==> src/rtl/sprite_palette_lut.sv <==
// -----------------------------------------------------------------------------
// sprite_palette_lut
//
// Double-buffered sprite palette lookup with a fixed 2-cycle pipeline.
// Lookups read the active bank. Writes always go to the shadow bank. A swap
// request exchanges the two banks, but only while the pipeline is empty, so
// every pixel in flight completes against the bank it was issued to.
//
// Optional feature (macro PALETTE_FADE_EN):
//   Adds the fade_level port and scales each channel by (16 - fade_level)/16.
//   Without the macro the channels pass through unmodified, and the latency is
//   still 2 cycles.
//
// Parameters
//   IDX_W       palette index width (2**IDX_W entries per bank)
//   CH_W        bits per colour channel
//   TRANSP_IDX  palette index reported as transparent
//
// Ports
//   clk            single clock, rising edge
//   reset          synchronous, active-high
//   pix_valid_in   lookup request qualifier
//   pix_index      palette index to look up
//   wr_en          shadow-bank write strobe
//   wr_addr        shadow entry address
//   wr_data        {red, green, blue} entry value
//   swap_req       single-cycle request to exchange active/shadow banks
//   fade_level     dim amount, 0 = full brightness (PALETTE_FADE_EN only)
//   pix_valid_out  output qualifier (pix_valid_in delayed 2 cycles)
//   red/green/blue looked-up colour, 0 when pix_valid_out is 0
//   transparent    output pixel index equalled TRANSP_IDX
//   swap_pending   swap requested but not yet executed
// -----------------------------------------------------------------------------
module sprite_palette_lut #(
  parameter int IDX_W      = 4,
  parameter int CH_W       = 4,
  parameter int TRANSP_IDX = 0
) (
  input  logic              clk,
  input  logic              reset,
  input  logic              pix_valid_in,
  input  logic [IDX_W-1:0]  pix_index,
  input  logic              wr_en,
  input  logic [IDX_W-1:0]  wr_addr,
  input  logic [3*CH_W-1:0] wr_data,
  input  logic              swap_req,
`ifdef PALETTE_FADE_EN
  input  logic [3:0]        fade_level,
`endif
  output logic              pix_valid_out,
  output logic [CH_W-1:0]   red,
  output logic [CH_W-1:0]   green,
  output logic [CH_W-1:0]   blue,
  output logic              transparent,
  output logic              swap_pending
);

  localparam int DEPTH = 1 << IDX_W;
  localparam int ENT_W = 3 * CH_W;

  // Two register banks; bank_sel names the active one, ~bank_sel the shadow.
  logic [ENT_W-1:0] bank [2][DEPTH];
  logic             bank_sel;

  // Stage 1: captured entry, transparency compare and fade amount.
  logic             s1_valid;
  logic [ENT_W-1:0] s1_entry;
  logic             s1_transp;
  logic [3:0]       s1_fade;

  // Channel values after the optional fade, feeding stage 2.
  logic [CH_W-1:0]  ch_r, ch_g, ch_b;

  // The swap waits for an idle input and two empty stages, so no lookup can
  // straddle the bank change.
  logic swap_go;
  assign swap_go = (swap_pending | swap_req) & ~pix_valid_in & ~s1_valid & ~pix_valid_out;

`ifdef PALETTE_FADE_EN
  localparam int PROD_W = CH_W + 5;

  // (ch * (16 - lvl)) >> 4. The product fits in CH_W+5 bits. Only the low CH_W
  // bits of the shifted value are kept.
  function automatic logic [CH_W-1:0] fade_ch(input logic [CH_W-1:0] ch,
                                              input logic [3:0]      lvl);
    logic [PROD_W-1:0] prod;
    prod    = PROD_W'(ch) * (PROD_W'(16) - PROD_W'(lvl));
    fade_ch = CH_W'(prod >> 4);
  endfunction
`endif

  always_comb begin
    ch_r = s1_entry[3*CH_W-1:2*CH_W];
    ch_g = s1_entry[2*CH_W-1:CH_W];
    ch_b = s1_entry[CH_W-1:0];
`ifdef PALETTE_FADE_EN
    ch_r = fade_ch(s1_entry[3*CH_W-1:2*CH_W], s1_fade);
    ch_g = fade_ch(s1_entry[2*CH_W-1:CH_W],   s1_fade);
    ch_b = fade_ch(s1_entry[CH_W-1:0],        s1_fade);
`endif
  end

  // Palette storage, bank select and swap handshake.
  // NOTE: these register banks are reset on purpose, because the palette must
  // come out of reset holding a known grey ramp. A plain RAM would not be reset.
  always_ff @(posedge clk) begin
    if (reset) begin
      for (int i = 0; i < DEPTH; i++) begin
        bank[0][i] <= {3{CH_W'(i)}};
        bank[1][i] <= '0;
      end
      bank_sel     <= 1'b0;
      swap_pending <= 1'b0;
    end else begin
      // The write uses the pre-swap bank_sel. A write on the swap edge
      // therefore lands in the bank that is about to become active.
      if (wr_en) bank[~bank_sel][wr_addr] <= wr_data;
      if (swap_go) begin
        bank_sel     <= ~bank_sel;
        swap_pending <= 1'b0;
      end else if (swap_req) begin
        swap_pending <= 1'b1;
      end
    end
  end

  // Two-stage lookup pipeline.
  // NOTE: all state here uses non-blocking assignments. Each stage then reads
  // the value the previous stage held before the edge, which gives exactly one
  // cycle per stage.
  always_ff @(posedge clk) begin
    if (reset) begin
      s1_valid      <= 1'b0;
      s1_entry      <= '0;
      s1_transp     <= 1'b0;
      s1_fade       <= '0;
      pix_valid_out <= 1'b0;
      red           <= '0;
      green         <= '0;
      blue          <= '0;
      transparent   <= 1'b0;
    end else begin
      // An invalid request captures zeros. The outputs are then 0 whenever
      // pix_valid_out is 0, with no extra gating in stage 2.
      s1_valid  <= pix_valid_in;
      s1_entry  <= pix_valid_in ? bank[bank_sel][pix_index] : '0;
      s1_transp <= pix_valid_in && (pix_index == IDX_W'(TRANSP_IDX));
`ifdef PALETTE_FADE_EN
      s1_fade   <= pix_valid_in ? fade_level : 4'd0;
`else
      s1_fade   <= 4'd0;
`endif
      pix_valid_out <= s1_valid;
      red           <= ch_r;
      green         <= ch_g;
      blue          <= ch_b;
      transparent   <= s1_transp;
    end
  end

endmodule

==> config.mk <==
export PLATFORM = sky130hd
export DESIGN_NAME = sprite_palette_lut
export DESIGN_NICKNAME = d
export VERILOG_FILES = /design/src/rtl/sprite_palette_lut.sv
export SDC_FILE = /design/constraint.sdc
export NUM_CORES = 1
export LEC_CHECK = 0
export CORE_ASPECT_RATIO = 0.75
export CORE_MARGIN = 2
export CORE_UTILIZATION = 61
export CTS_CLUSTER_DIAMETER = 150
export DETAILED_ROUTE_END_ITERATION = 8
export PLACE_DENSITY = 0.79
export SETUP_SLACK_MARGIN = 0.02
export SYNTH_ARGS = -nofsm -noshare
export SYNTH_HDL_FRONTEND = slang
export SYNTH_SLANG_ARGS = --single-unit
==> constraint.sdc <==
create_clock -name clk -period 3.1 [get_ports clk]
set_clock_uncertainty 0.2 [all_clocks]
set_input_delay 0.465 -clock clk [delete_from_list [all_inputs] [get_ports clk]]
set_output_delay 0.465 -clock clk [all_outputs]
set_load 0.01 [all_outputs]
# Word-level counts from Yosys, hierarchy flattened
# Memories as Yosys holds them, arrays and structs flattened. A register that Yosys moved wholly into a read port is not among the register bits.
# Index checks and enable logic that the tools add are counted.
[op_classes]
n_div = 0
n_addsub = 0
reduce_logical = 6
shift = 0
eq_ne = 0
bitwise_logic = 10
mux = 15
magnitude_cmp = 3
multipliers = 0
[ops]
columns = ["op", "n"]
rows = [
  ["192-bit 2-to-1 mux", 3],
  ["192-bit OR reduction", 1],
  ["12-bit binary-select mux with 4-bit select", 1],
  ["12-bit demux with 4-bit select", 1],
  ["12-bit 2-to-1 mux", 3],
  ["5-bit greater-or-equal comparator, second input constant", 2],
  ["4-bit NOT with 5-bit output", 2],
  ["1-bit 2-to-1 mux", 7],
  ["5-bit by 1-bit less-than comparator with 1-bit output, second input constant", 1],
  ["4-bit zero test", 1],
  ["1-bit NOT", 4],
  ["2-bit OR reduction", 2],
  ["1-bit AND", 3],
  ["1-bit logical AND", 2],
  ["1-bit OR", 1],
]
[totals]
regBits = 30
latchBits = 0
mem_count = 1
ram_bits = 384
romBits = 0
out_inout_bits = 15
inputBits = 25
wordCells = 45
[mem_list]
columns = ["name", "depth", "width", "rd", "rd_ports_with_merged_regs", "write_ports", "line_no", "source"]
rows = [
  ["bank", 2, 192, 1, 1, 2, "62", "logic [ENT_W-1:0] bank [2][DEPTH];"],
]

# Depth between registers and ports, before layout
# Gate-level depths: netlist of the first run.
[logic_depth]
depth_word = 8
depth_mapped = 7
mapped_depth_nobuf = 4

# Worst setup path after synthesis of the first run
# Ideal clock, no wire load.
[synth_timing]
kind = "in2reg"
from = "input port wr_addr[1]"
to = "memory bank[0][84] (netlist name) (enable)"
arrival_time_ns = 1.760
t_required_ns = 2.579
setup_ns = 0.321
stages = 4
path_slack_ns = 0.818
path_buffers = 1
cell_sequence = "or4b_1 > clkbuf_1 > nor2_1 > or2_2"
[synth_lines]
columns = ["element", "line_no", "source"]
rows = [
  ["from (decl)", "44", "input logic [IDX_W-1:0] wr_addr,"],
  ["to (decl)", "62", ""],
]

==> results of run 1 <==
==> metrics by stage <==
stage	cell area, µm²	setup WS [ns]	instances
3_3_place_gp	19400	0.320	1582
6_report	20700	0.497	1656
4_1_cts	20700	0.548	1654
2_1_floorplan	18500	0.818	1196
5_1_grt	20700	0.402	1656
3_5_place_dp	19400	0.208	1582
==> worst reg2reg max path: stages, from the launching register on <==
cell,delay (ns)
dfxtp_1,0.62
nand3b_1,0.55
buf_4,0.34
nor2_1,0.17
or2_2,0.37
==> synthesized netlist by cell type, drive strengths merged <==
cell type     number  area (µm²)
a22o               6        52.6
nand3              7        35.0
o21bai             1        7.51
nand4bb            2        22.5
nor2b             19         119
dfxtp             31         621
clkbuf            85         319
nand2             11        41.3
nor2              38         143
inv                1        3.75
nand2b             2        12.5
nor3b              2        15.0
nand4b             1        8.76
nand3b             3        22.5
o221ai             6        52.6
or3               98         613
nor4               1        6.26
o22ai              6        37.5
edfxtp           384       11500
a221oi            12         118
and3b              1        8.76
buf               26         218
mux4             102        2300
a22oi              6        45.0
and2             288        1800
or2               31         194
and3               6        37.5
or3b               2        17.5
nor3               3        15.0
or4b               1        10.0
xnor2              1        8.76
clkinv             6        22.5
dlymetal6s2s       1        12.5
mux2i              6        60.1
==> cell families after synthesis <==
kind of cell / after synthesis / share of synthesized area (%)
multiplexers: 108 / 12.8
buffers and inverters: 119 / 3.10
flip-flops: 415 / 65.6
XOR/XNOR: 1 / 0.0473
AND/OR/NAND/NOR: 516 / 16.8
AO/OA/AOI/OAI: 37 / 1.69
==> worst paths after layout <==
path                                   from     endpoint  slack, ns  cells past startpoint
worst max register to register     bank_sel  bank[0][98]       0.50                      4
worst min register to register  s1_entry[5]     green[1]       0.25                      1
worst min-delay path            s1_entry[5]     green[1]       0.25                      1
worst max-delay path               bank_sel  bank[0][98]       0.50                      4
==> final cells by class <==
| class | instances | share of cell area [%] |
|---|---|---|
| antenna | 2 | 0.0242 |
| clock buffer | 60 | 5.85 |
| clock inverter | 12 | 0.387 |
| inverter | 7 | 0.127 |
| multi-input combinational | 662 | 28.1 |
| sequential | 415 | 58.8 |
| tap | 399 | 2.41 |
| timing repair buffer | 99 | 4.37 |
==> flip-flops by register name, indices dropped and copies added, names as in the netlist, named ones only <==
name,cells
bank,384
s1_entry,12
blue,4
green,4
red,4
bank_sel,1
pix_valid_out,1
s1_transp,1
s1_valid,1
swap_pending,1
transparent,1
==> layer usage <==
metal / track usage (%) / part of all wire [%] / wire, µm
met1: 42.8 / 41 / 18100
met5: 0 / 0 / 0
met4: 8.19 / 2.6 / 1170
met2: 44.2 / 46 / 20600
met3: 8.25 / 11 / 4790
==> report_power, final <==
part	switching (W)	total, W	leakage [nW]	internal, W
Combinational	0.000568	0.000942	2.34	0.000374
Sequential	0.0000668	0.00634	3.88	0.00627
Clock	0.00204	0.00483	0.629	0.00278
==> impl_metrics.tcl, run 1 <==
set metrics [dict create \
    status "finished, final reports clean" \
    crit_required_ns 3.10 \
    fmaxAchievable_ghz 0.384 \
    setup_tns_ns 0 \
    start_util_pct 61.8 \
    ant_nets 0 \
    ys_ff_latch 415 \
    cap_violations 0 \
    syn-num-nets 1221 \
    gp_congestion 0.909 \
    finalPower_w 0.0121 \
    cts_max_level 2 \
    core-area_mm2 0.0300 \
    setup-violations-final 0 \
    fin_crit_sh_pct 84.0 \
    cp.buffers_inverters 1 \
    final_cell_mix "384 x edfxtp_1, 288 x and2_1, 100 x mux4_2" \
    critPathMaxStageDelay_ns 0.62 \
    vias 10424 \
    fin_util_pct 69.0 \
    fin_hold_ws_ns 0.253 \
    area_growth_pct 11.6 \
    start_kind "flop" \
    worstHoldPathType "reg -> reg" \
    clock_latency_ns 0.54 \
    hold_viol_final 0 \
    hpwl_mm 27.9 \
    fin_crit_ns 2.60 \
    postSynthAreaPerCell_um2 15.5 \
    crit_arrival_ns 2.60 \
    post_cts_buffers 0 \
    dieHeight_um 155 \
    syn_inst 1196 \
    io_buffers 39 \
    worst_pin_slew_ns 0.832 \
    grt_max_degree 50 \
    slew_headroom_pct 44.4 \
    nets 1250 \
    vdd_drop_max_uv 415 \
    wl_mm 44.7 \
    multiInputGateArea_mm2 0.00581 \
    cp_max_fo 14 \
    cts-hold-fix-buffers 0 \
    drt_iter0_markers 1249 \
    drive_above_1_share_pct 20.2 \
    syn_area_mm2 0.0185 \
    floorplan.rows 55 \
    first_global_vias 10515 \
    drv_slew 0 \
    crit_chain "nand3b_1 -> buf_4 -> nor2_1 -> or2_2" \
    io_pins 40 \
    vias_per_cell 6.29 \
    cts_root_buffer "clkbuf_16" \
    tritoncts "done" \
    cts_resized 0 \
    grt_pass1_wl_mm 67.1 \
    layout_commonest_cell "edfxtp_1" \
    yosys_warnings 0 \
    dieArea_mm2 0.0318 \
    antenna_found_initial 3 \
    cts_buffers 40 \
    critPathKind "reg -> reg" \
    drc 0 \
    die_w_um 205 \
    drtPass1Iterations 6 \
    synth-seq-area-share_pct 65.6 \
    grt_setup_unrepaired "no" \
    cpMaxStageDelayCell "dfxtp_1" \
    fill_cells 1972 \
    seqCellArea_mm2 0.0122 \
    overflow 0 \
    clk_pin_slew_ns 0.06 \
    wl_per_cell_um 27.0 \
    grt_usage_pct 29.4 \
    cellLeakagePower_nw 6.85 \
    cts_buffer_depth 3 \
    synth_cell_types 40 \
    endpoint_kind "flop" \
    crit_family "simple AND/OR/NAND/NOR gates" \
    p_per_area_mw_per_mm2 585 \
    cts_num_sinks 415 \
]
Note: power is estimated with default switching activity, not from simulation.
==> run 2, diff against run 1 <==
--- a/config.mk
+++ b/config.mk
@@ -7,10 +7,10 @@
 export LEC_CHECK = 0
 export CORE_ASPECT_RATIO = 0.75
 export CORE_MARGIN = 2
-export CORE_UTILIZATION = 61
+export CORE_UTILIZATION = 56
 export CTS_CLUSTER_DIAMETER = 150
 export DETAILED_ROUTE_END_ITERATION = 8
-export PLACE_DENSITY = 0.79
+export PLACE_DENSITY = 0.77
 export SETUP_SLACK_MARGIN = 0.02
 export SYNTH_ARGS = -nofsm -noshare
 export SYNTH_HDL_FRONTEND = slang
==> constraint.sdc (replaced) <==
create_clock -name clk -period 2.2 [get_ports clk]
set_clock_uncertainty 0.2 [all_clocks]
set_input_delay 0.33 -clock clk [delete_from_list [all_inputs] [get_ports clk]]
set_output_delay 0.33 -clock clk [all_outputs]
set_load 0.01 [all_outputs]
==> run 2 against run 1 <==
Compared with the run above: the flow now finishes with violations (negative setup slack); cell count grew 9.3%; register-to-register slack worse by 0.59 ns; utilization is 0.66 points lower; non-clock buffer count rose by 111; die area grew 8.7%; critical path depth grew 2; maximum frequency rose by 14%; critical endpoint is now s1_entry[3]; largest cell class unchanged; largest power group unchanged; highest routed layer is now met5.
==> impl_metrics.tcl, run 2 (synthesis gave the netlist of run 1 again) <==
set metrics [dict create \
    cts_max_level 2 \
    clk_pin_slew_ns 0.07 \
    cts-hold-fix-buffers 0 \
    wl_per_cell_um 26.7 \
    stdcell_count 1810 \
    cellLeakagePower_nw 7.61 \
    vdd_drop_max_uv 496 \
    die_w_um 214 \
    dp.cells 1722 \
    setup_ws_ns -0.0920 \
    setup_tns_ns -0.430 \
    drive_above_1_share_pct 28.9 \
    worst_hold_startpoint "pix_index[0]" \
    grt_pass1_wl_mm 71.7 \
    endpoint_kind "flop" \
    ff2ff_path_depth 6 \
    vias_per_cell 6.13 \
    fmaxAchievable_ghz 0.436 \
    placedInstanceArea_mm2 0.0205 \
    clock_latency_ns 0.55 \
    antenna_found_initial 3 \
    status "finished, violations left" \
    nets 1361 \
    core-area_mm2 0.0325 \
    cts_buffer_depth 3 \
    floorplan.rows 57 \
    worstHoldPathType "in -> reg" \
    hold_depth 3 \
    drv_slew 0 \
    grt_usage_pct 28.8 \
    cts_buffers 40 \
    cts_root_buffer "clkbuf_16" \
    start_kind "flop" \
    finalPower_w 0.0176 \
    grt_max_degree 43 \
    regToRegSetupSlack_ns -0.09 \
    worst_pin_slew_ns 0.789 \
    reg_top3 "bank (384), s1_entry (12)" \
    vias 11098 \
    io_pins 40 \
    seqCellArea_mm2 0.0122 \
    grt_setup_unrepaired "yes" \
    holdPathEnd "s1_transp" \
    fin_crit_ns 2.29 \
    hold_viol_final 0 \
    p_per_area_mw_per_mm2 794 \
    largest-register "bank" \
    slew_headroom_pct 47.0 \
    cp_max_fo 6 \
    fill_cells 2147 \
    drt_iter0_markers 1719 \
    wl_mm 48.2 \
    largest_reg_flops 384 \
    cap_violations 0 \
    first_global_vias 10904 \
    drtPass1Iterations 5 \
    setup-violations-final 9 \
    r2r_end "s1_entry[3]" \
    dieArea_mm2 0.0346 \
    finalInstanceArea_mm2 0.0222 \
    gp_congestion 0.875 \
    io_buffers 39 \
    crit_arrival_ns 2.49 \
    layout_commonest_cell "edfxtp_1" \
    fin_crit_sh_pct 104 \
    drc 0 \
    ant_nets 0 \
    failed_checks "negative setup slack" \
    dieHeight_um 162 \
    final_cell_mix "384 x edfxtp_1, 288 x and2_1, 124 x buf_4" \
    fin_util_pct 68.3 \
    crit_required_ns 2.40 \
    critPathKind "reg -> reg" \
    tritoncts "done" \
    area_growth_pct 19.8 \
    cts_num_sinks 415 \
    overflow 0 \
    hpwl_mm 31.1 \
    start_util_pct 57.0 \
    multiInputGateArea_mm2 0.00594 \
]
-- run 2: cell types whose count changed in the layout (fill, tap and decap cells not counted), sizes merged --
cell	change
buf	+111
bufinv	+2
clkinv	-2
clkbuf	-1
clkinvlp	-1
diode	+1
inv	+1
-- run 2: what timing repair did --
action,in CTS,in global routing
gates cloned,3,0
pin swaps,4,3
gates resized for setup,28,20
buffers inserted,9,3
endpoints found under the setup margin,12,48
-- run 2: layout make-up --
type	count	area share, %
Sequential cell	415	54.7
Multi-Input combinational cell	662	26.7
Timing Repair Buffer	210	10.0
Clock buffer	59	5.29
Tap cell	442	2.49
Clock inverter	12	0.580
Inverter	7	0.146
Antenna cell	3	0.0338
-- run 2: metal layers --
metal  vias up  wire, µm  global-route usage [%]
li1       4743         -                       -
met1      5587     19400                    42.7
met2       675     20800                    40.6
met3        91      6730                    9.70
met4         2      1260                    8.49
met5         -        78                    1.67
-- run 2: worst max-delay path, cell delays in order, from the launching register on --
cell and delay [ns]:
dfxtp_4 0.38, buf_12 0.15, buf_12 0.14, mux4_2 0.57, mux4_2 0.55, clkinv_2 0.07
a221oi_2 0.06
-- run 2: power by group --
group	internal [W]	switching, W
Combinational	0.000814	0.000922
Sequential	0.00884	0.0000999
Clock	0.00404	0.00291
-- run 2: how the worst max path moves through the flow --
| stage | endpoint | slack (ns) | cells after the start |
|---|---|---|---|
| 2_1_floorplan | bank[0][84] | 0.05 | 4 |
| 3_3_place_gp | bank[1][191] | -0.38 | 5 |
| 3_5_place_dp | bank[1][189] | -0.40 | 5 |
| 4_1_cts | s1_entry[3] | -0.05 | 6 |
| 5_1_grt | s1_entry[3] | -0.10 | 6 |
| 6_report | s1_entry[3] | -0.09 | 6 |
-- run 2: per-stage QoR --
stage	worst slack [ns]	hold WS, ns
after floorplan	0.0534	0.214
after global placement	-0.377	0.215
after detailed placement	-0.402	0.226
after CTS	-0.0523	0.0524
after global routing	-0.103	0.0654
final	-0.0920	0.0807
==> run 3, diff against run 2 <==
--- a/config.mk
+++ b/config.mk
@@ -5,9 +5,11 @@
 export SDC_FILE = /design/constraint.sdc
 export NUM_CORES = 1
 export LEC_CHECK = 0
+export CELL_PAD_IN_SITES_DETAIL_PLACEMENT = 0
+export CELL_PAD_IN_SITES_GLOBAL_PLACEMENT = 1
 export CORE_ASPECT_RATIO = 0.75
 export CORE_MARGIN = 2
-export CORE_UTILIZATION = 56
+export CORE_UTILIZATION = 48
 export CTS_CLUSTER_DIAMETER = 150
 export DETAILED_ROUTE_END_ITERATION = 8
 export PLACE_DENSITY = 0.77
==> run 3 against run 2 <==
Compared with the run above: the run still ends with negative setup slack left; worst setup slack got worse by 0.00055 ns; design area increased by 0.24%; wire length increased by 0.65%; sequential share of layout area decreased by 0.13 points; register-to-register slack about the same; global-route usage decreased by 4.0 points; first-iteration DRC count decreased by 26%; non-clock buffer count increased by 2; largest cell class unchanged; highest routed layer is now met4.
==> impl_metrics.tcl, run 3 (synthesis gave the netlist of run 1 again) <==
set metrics [dict create \
    core-area_mm2 0.0382 \
    nets 1364 \
    cap_violations 0 \
    ant_nets 0 \
    io_pins 40 \
    clk_pin_slew_ns 0.07 \
    grt_setup_unrepaired "yes" \
    antenna_found_initial 3 \
    grt.busiest_layer "met1" \
    die_w_um 231 \
    drive_above_1_share_pct 28.6 \
    vdd_drop_max_uv 480 \
    drt_iter0_markers 1276 \
    multiInputGateArea_mm2 0.00591 \
    grt_max_degree 33 \
    gp_congestion 0.904 \
    failed_checks "negative setup slack" \
    grt_pass1_wl_mm 72.0 \
    largest_reg_flops 384 \
    final_cell_mix "384 x edfxtp_1, 288 x and2_1, 122 x buf_4" \
    worstHoldPathType "in -> reg" \
    hpwl_mm 32.0 \
    met2_usage_pct 36.4 \
    tritoncts "done" \
    holdPathEnd "green[2]" \
    cts_root_buffer "clkbuf_16" \
    drtPass1Iterations 5 \
    critPathKind "reg -> reg" \
    floorplan.rows 62 \
    hold_depth 3 \
    p_per_area_mw_per_mm2 791 \
    overflow 0 \
    io_buffers 39 \
    drc 0 \
    start_kind "flop" \
    placedInstanceArea_mm2 0.0207 \
    dieArea_mm2 0.0402 \
    met1_usage_pct 37.6 \
    cts-hold-fix-buffers 0 \
    seqCellArea_mm2 0.0122 \
    fin_crit_ns 2.29 \
    first_global_vias 10909 \
    crit_arrival_ns 2.50 \
    clock_latency_ns 0.54 \
    setup-violations-final 7 \
    fin_hold_ws_ns 0.113 \
    setup_ws_ns -0.0925 \
    ff2ff_path_depth 7 \
    crit_required_ns 2.40 \
    wl_per_cell_um 25.8 \
    reg_top3 "bank (384), s1_entry (12)" \
    groute.layer.met3.usage_pct 4.86 \
    layout_commonest_cell "edfxtp_1" \
    r2r_end "s1_entry[1]" \
    fin_util_pct 58.3 \
    fmaxAchievable_ghz 0.436 \
    cellLeakagePower_nw 7.62 \
    status "finished, violations left" \
    start_util_pct 48.6 \
    dieHeight_um 174 \
    regToRegSetupSlack_ns -0.09 \
    fill_cells 2923 \
    vias 10928 \
    finalInstanceArea_mm2 0.0223 \
    hold_viol_final 0 \
    drv_slew 0 \
    setup_tns_ns -0.326 \
    cts_buffers 41 \
    cp_max_fo 5 \
    wl_mm 48.6 \
    worst_pin_slew_ns 0.748 \
    endpoint_kind "flop" \
    vias_per_cell 5.81 \
    cts_num_sinks 415 \
    fin_crit_sh_pct 104 \
    grt_usage_pct 24.7 \
    pre_cts_slack_ns -0.421 \
    cts_buffer_depth 3 \
    slew_headroom_pct 49.8 \
    cts_max_level 2 \
    area_growth_pct 20.1 \
    worst_hold_startpoint "reset" \
    largest-register "bank" \
]
-- run 3: worst max path at each step --
stage,startpoint,endpoint,slack (ns),cells after the start
after floorplan,wr_addr[1],bank[0][84],0.05,4
after global placement,wr_addr[1],bank[0][37],-0.38,5
after detailed placement,wr_addr[1],bank[1][36],-0.42,5
after CTS,flop,s1_entry[3],-0.09,7
after global routing,flop,s1_entry[1],-0.1,7
final,flop,s1_entry[1],-0.09,7
-- run 3: repair_timing --
action                                  in CTS  in global routing
resized for setup                           34                 11
pin swaps                                   12                  4
setup buffers                               15                  0
gates cloned                                 3                  0
endpoints found under the setup margin      12                 72
-- run 3: report_power, final --
group	switching (W)	internal (W)
logic	0.000937	0.000804
registers	0.0000912	0.00884
clock network	0.00294	0.00399
-- run 3: cell type report --
type | count | area share [%]
diodes | 1 | 0.0112
clock buffers | 52 | 4.93
clock inverters | 20 | 0.865
inverters | 7 | 0.152
multi-input cells | 662 | 26.5
flip-flops and latches | 415 | 54.6
well taps | 512 | 2.88
repair buffers | 212 | 10.0
-- run 3: critical path: stages, from the launching register on --
cell and delay (ns):
dfxtp_4 0.39, buf_12 0.14, buf_12 0.13, buf_6 0.11, mux4_2 0.50, mux4_2 0.51, clkinv_2 0.07, a221oi_2 0.08
-- run 3: stage by stage --
stage                     power, W  instances
after global placement      0.0107       1799
after floorplan            0.00991       1196
after global routing        0.0180       1881
after detailed placement    0.0107       1799
after CTS                   0.0177       1884
final                       0.0176       1881
-- run 3: metal layers --
metal  share of wire [%]  routed length (µm)  up-vias
met5                   0                   0        -
met3                 9.5                4620       80
met2                  44               21500      508
met1                  43               21100     5580
met4                 2.8                1370        0
li1                    -                   -     4760
